<file path="config.mk">
export PLATFORM = sky130hd
export DESIGN_NAME = dec_queue
export DESIGN_NICKNAME = d
export VERILOG_FILES = /design/src/rtl/dec_queue.sv
export SDC_FILE = /design/constraint.sdc
export NUM_CORES = 1
export LEC_CHECK = 0
export CAP_MARGIN = 0
export CORE_MARGIN = 10
export CORE_UTILIZATION = 50
export CTS_CLUSTER_DIAMETER = 60
export CTS_CLUSTER_SIZE = 8
export DETAILED_ROUTE_END_ITERATION = 10
export PLACE_DENSITY = 0.75
export SYNTH_ARGS = -nofsm -noshare
export SYNTH_HDL_FRONTEND = slang
export SYNTH_SLANG_ARGS = --single-unit
</file>
<file path="constraint.sdc">
create_clock -name clk -period 3.9 [get_ports clk]
set_clock_uncertainty 0.1 [all_clocks]
set_input_delay 0.585 -clock clk [delete_from_list [all_inputs] [get_ports clk]]
set_output_delay 0.585 -clock clk [all_outputs]
set_load 0.02 [all_outputs]
</file>
<file path="src/rtl/dec_queue.sv">
// Instruction queue between fetch and decode; decodes the head entry into control bits.
// Latency: 1 cycle from push to head visibility, no bypass; decode is combinational from the head.
// Backpressure: in_ready = not full (independent of out_ready); flush clears synchronously.
//
// Ports:
//   clk, resetn          clock (rising edge), asynchronous active-low reset
//   flush                synchronous clear; discards same-cycle push/pop
//   in_valid/in_ready    fetch handshake, carries in_inst and in_pc
//   out_valid/out_ready  decode handshake, presents out_inst/out_pc of the head
//   out_ctrl             {regwrite,regdst,alusrc,branch,memwrite,memtoreg,jump,link,jr,hilo_write,aluop[1:0]}
//   out_cp0we, out_invalid, out_eret, out_syscall, out_break   head decode flags
//   count                occupancy
module dec_queue #(
  parameter int DEPTH = 4,
  parameter int CW    = 12
) (
  input  logic                     clk,
  input  logic                     resetn,
  input  logic                     flush,
  input  logic                     in_valid,
  output logic                     in_ready,
  input  logic [31:0]              in_inst,
  input  logic [31:0]              in_pc,
  output logic                     out_valid,
  input  logic                     out_ready,
  output logic [31:0]              out_inst,
  output logic [31:0]              out_pc,
  output logic [CW-1:0]            out_ctrl,
  output logic                     out_cp0we,
  output logic                     out_invalid,
  output logic                     out_eret,
  output logic                     out_syscall,
  output logic                     out_break,
  output logic [$clog2(DEPTH):0]   count
);

  localparam int PW   = $clog2(DEPTH);
  localparam int CNTW = PW + 1;
  localparam logic [CNTW-1:0] FULL = CNTW'(DEPTH);

  // Control-word encodings for each instruction class.
  localparam logic [CW-1:0] C_LOAD  = CW'(12'hA40);
  localparam logic [CW-1:0] C_STORE = CW'(12'h280);
  localparam logic [CW-1:0] C_BR    = CW'(12'h101);
  localparam logic [CW-1:0] C_BRAL  = CW'(12'h911);
  localparam logic [CW-1:0] C_J     = CW'(12'h020);
  localparam logic [CW-1:0] C_JAL   = CW'(12'h830);
  localparam logic [CW-1:0] C_ALUI  = CW'(12'hA02);
  localparam logic [CW-1:0] C_ALUR  = CW'(12'hC02);
  localparam logic [CW-1:0] C_HILO  = CW'(12'h006);
  localparam logic [CW-1:0] C_SHIFT = CW'(12'hC01);
  localparam logic [CW-1:0] C_JR    = CW'(12'h028);
  localparam logic [CW-1:0] C_JALR  = CW'(12'hC38);
  localparam logic [CW-1:0] C_MFC0  = CW'(12'h800);

  // Only the instruction word and its address are stored; control is re-derived at the head.
  logic [31:0]   inst_mem [DEPTH];
  logic [31:0]   pc_mem   [DEPTH];
  logic [PW-1:0] wr_ptr;
  logic [PW-1:0] rd_ptr;
  logic          push;
  logic          pop;

  assign in_ready  = (count != FULL);
  assign out_valid = (count != '0);
  assign push      = in_valid & in_ready & ~flush;
  assign pop       = out_valid & out_ready & ~flush;

  // Pointers are exactly PW bits, so increments wrap modulo DEPTH for free.
  always_ff @(posedge clk or negedge resetn) begin
    if (!resetn) begin
      wr_ptr <= '0;
      rd_ptr <= '0;
      count  <= '0;
    end else if (flush) begin
      wr_ptr <= '0;
      rd_ptr <= '0;
      count  <= '0;
    end else begin
      if (push) wr_ptr <= wr_ptr + PW'(1);
      if (pop)  rd_ptr <= rd_ptr + PW'(1);
      case ({push, pop})
        2'b10:   count <= count + CNTW'(1);
        2'b01:   count <= count - CNTW'(1);
        default: count <= count;
      endcase
    end
  end

  // Storage needs no reset: an entry is only observed after it has been written.
  always_ff @(posedge clk) begin
    if (push) begin
      inst_mem[wr_ptr] <= in_inst;
      pc_mem[wr_ptr]   <= in_pc;
    end
  end

  assign out_inst = inst_mem[rd_ptr];
  assign out_pc   = pc_mem[rd_ptr];

  logic [5:0] op;
  logic [4:0] rs;
  logic [4:0] rt;
  logic [5:0] funct;

  assign op    = out_inst[31:26];
  assign rs    = out_inst[25:21];
  assign rt    = out_inst[20:16];
  assign funct = out_inst[5:0];

  // Everything is gated by out_valid so stale storage never leaks onto the decode outputs.
  always_comb begin
    out_ctrl    = '0;
    out_cp0we   = 1'b0;
    out_invalid = 1'b0;
    out_eret    = 1'b0;
    out_syscall = 1'b0;
    out_break   = 1'b0;
    if (out_valid) begin
      casez (op)
        6'b100000, 6'b100001, 6'b100011,
        6'b100100, 6'b100101:            out_ctrl = C_LOAD;
        6'b101000, 6'b101001, 6'b101011: out_ctrl = C_STORE;
        6'b0001??:                       out_ctrl = C_BR;
        6'b000001: begin
          // REGIMM: rt selects plain branch vs. branch-and-link.
          if (rt == 5'b00000 || rt == 5'b00001)      out_ctrl = C_BR;
          else if (rt == 5'b10000 || rt == 5'b10001) out_ctrl = C_BRAL;
          else                                       out_invalid = 1'b1;
        end
        6'b000010:                       out_ctrl = C_J;
        6'b000011:                       out_ctrl = C_JAL;
        6'b001???:                       out_ctrl = C_ALUI;
        6'b000000: begin
          casez (funct)
            6'b100???, 6'b10101?,
            6'b010000, 6'b010010:        out_ctrl = C_ALUR;
            6'b010001, 6'b010011,
            6'b0110??:                   out_ctrl = C_HILO;
            6'b000000, 6'b000010, 6'b000011,
            6'b000100, 6'b000110, 6'b000111: out_ctrl = C_SHIFT;
            6'b001000:                   out_ctrl = C_JR;
            6'b001001:                   out_ctrl = C_JALR;
            6'b001100:                   out_syscall = 1'b1;
            6'b001101:                   out_break = 1'b1;
            default:                     out_invalid = 1'b1;
          endcase
        end
        6'b010000: begin
          case (rs)
            5'b00100: out_cp0we = 1'b1;
            5'b00000: out_ctrl  = C_MFC0;
            5'b10000: out_eret  = 1'b1;
            default:  out_invalid = 1'b1;
          endcase
        end
        default: out_invalid = 1'b1;
      endcase
    end
  end

endmodule

</file>
==> reports/metrics.yaml <==
cts_root_buf: "clkbuf_16"
slew_headroom_pct: 57.3
critical_path.max_stage_delay_ns: 0.64
fp.coreArea_um2: 20200
grt_max_degree: 41
postSynthCellCount: 471
crit_fanout: 14
wl_um: 21500
nets: 737
synth_nets: 545
path_clk_slew_ns: 0.05
drv_slew: 0
crit_arrival_ns: 3.05
yosysWarningCount: 0
mostFrequentLayoutCell: "edfxtp_1"
p_seq_share_pct: 38.2
end_kind: "primary output"
critPathKind: "flip-flop to primary output"
finalSetupViolCount: 0
finalCriticalPeriod_ns: 3.74
synthDistinctLibCells: 48
cts_tree: "built"
hold_violations: 0
die_w_um: 163
p_per_area_nw_per_um2: 675
portBuffers: 154
tightest_slew_ns: 0.641
synth_top_area_share_pct: 75.2
intPower_mw: 6.35
initial_core_util_pct: 50.7
cts.sinks: 263
cts_buffers: 38
clockBufferDepth: 3
grt_pass1_wl_um: 33400
antenna_left: 0
max_freq_mhz: 268
insertedDiodeCount: 0
drc: 0
worst_setup_path_start_kind: "flip-flop"
dieArea_um2: 26600
num_rows: 52
power_frac_comb_pct: 30.2
io_pins: 155
mostFrequentLayoutCells: "256 x edfxtp_1, 138 x clkdlybuf4s50_1, 62 x mux4_2"
antenna_found_initial: 1
finalSetupTns_ns: 0
r2r_cells: 5
required_ns: 3.21
hpwl_um: 13900
synth_area_leaders: "edfxtp_1 75%, mux4_2 13%, dfrtp_1 1.7%"
synth-seq-cells: 263
drtIter0Drc: 296
areaGrowthSynthToFinish_pct: 29.3
cts_hold_buf: 0
cap_violations: 0
fin_util_pct: 65.6
p_sw_share_pct: 28.9
p_switching_mw: 2.58
irDropWorstVdd_v: 0.000466
crit_chain: "buf_8 -> mux4_2 -> inv_1 -> o211ai_1 -> a211oi_1 -> clkdlybuf4s50_1"
leakage_nw: 4.36
clk_latency_ns: 0.50
fin_crit_sh_pct: 95.8
first_pass_iters: 4
synth_top_area_cell: "edfxtp_1"
synth_area_per_cell_um2: 21.7
crit_slowest_cell: "clkdlybuf4s50_1"
hold_path_class: "input pin to async pin"
htree_levels: 2
status: "completed"
ys_seq_area_share_pct: 76.9
grt_util_all_layers_pct: 16.2
drive_gt1_share_pct: 21.8
grt_pass1_vias: 5769
synth_area_um2: 10200
die_y_um: 163
gp_congestion: 0.918
wl_per_cell_um: 22.8
via_per_inst: 5.60
clockPowerShare_pct: 31.6
rsz0062_at_grt: "no"
vias: 5265
overflow: 0
cell usage after synthesis (all sizes together):
master / n
xnor2: 3
nor4: 2
a31oi: 2
a311oi: 1
clkbuf: 7
o211ai: 1
and2: 5
buf: 15
nor4b: 1
mux2i: 3
a22oi: 2
nand2b: 2
nand3: 5
a211oi: 3
o221ai: 1
or3b: 1
or2: 1
and3: 2
a21oi: 9
nor3: 8
ha: 4
o21ai: 6
nor2b: 5
dfrtp: 7
edfxtp: 256
or3: 2
o41ai: 1
o22a: 1
xor2: 2
nand3b: 1
fa: 1
nand4: 1
o21bai: 1
o21a: 1
nand2: 12
inv: 9
nor3b: 4
mux4: 64
nor2: 19
worst max-delay path, delay by kind of cell (launching register included):
kind                   cells  cell delay [ns]
AO/OA/AOI/OAI              2             0.37
buffers and inverters      3             1.06
flip-flops                 1             0.51
multiplexers               1             0.60
layer usage:
metal	track usage (%)	wire, um	vias to the layer above	part of all wire, %
met3	5.84	2110	33	9.8
met4	4.39	356	2	1.7
met1	20.6	8620	2681	40
li1	-	-	2325	-
met5	0	17	-	0.079
met2	25.8	10400	224	48
layout make-up:
class / instances / area, um^2
Clock buffer: 44 / 973
Clock inverter: 3 / 62.6
Fill cell: 1357 / 6940
Inverter: 9 / 33.8
Multi-Input combinational cell: 177 / 2230
Sequential cell: 263 / 7870
Tap cell: 270 / 338
Timing Repair Buffer: 174 / 1720
per-stage QoR:
stage / power (mW) / instance area [um^2] / hold slack [ns] / worst slack [ns] / std cells
6_report: 8.93 / 13200 / 0.256 / 0.163 / 940
5_1_grt: 9.31 / 13200 / 0.281 / 0.00176 / 940
4_1_cts: 9.02 / 13200 / 0.243 / 0.0248 / 938
3_5_place_dp: 6.14 / 12200 / 0.493 / 0.150 / 888
3_3_place_gp: 6.08 / 12200 / 0.458 / 0.178 / 888
2_1_floorplan: 5.06 / 10200 / 0.189 / 0.763 / 471
power by group through the flow:
stage / logic [mW] / clock network [mW] / registers, mW
final: 2.70 / 2.82 / 3.41
after global routing: 2.88 / 3.00 / 3.43
after global placement: 2.63 / 0 / 3.45
after floorplan: 1.62 / 0 / 3.44
after detailed placement: 2.66 / 0 / 3.47
after CTS: 2.72 / 2.89 / 3.42
path summary, 6_finish.rpt:
check / from / to / slack [ns]
max: rd_ptr[0] / out_ctrl[6] / 0.16
min: resetn / rd_ptr[1] / 0.26
max reg2reg: count[0] / pc_mem[1][9] / 1.55
min reg2reg: count[2] / count[2] / 0.50
max in group asynchronous: resetn / rd_ptr[0] / 3.16
min in group clk: count[2] / count[2] / 0.50
registers in the layout (all words and copies together), names as in the netlist:
| register | flops |
|---|---|
| inst_mem | 128 |
| pc_mem | 128 |
| count | 3 |
| rd_ptr | 2 |
| wr_ptr | 2 |
timing repair:
action,in CTS,in global routing
pin swaps,0,0
resized for setup,21,14
setup endpoints to repair,17,7
setup buffers,3,2
logic make-up (layout without fill, tap and decap cells):
family	count (synthesis)	in the layout	synth area share, %
AND/OR/NAND/NOR	71	71	4.01
multiplexers	67	67	14.6
buffers and inverters	31	230	1.50
XOR/XNOR	5	5	0.428
adder cells (fa/ha/maj)	5	5	0.685
flip-flops	263	263	76.9
AO/OA/AOI/OAI	29	29	1.90
Power figures use the tool's default switching activity.
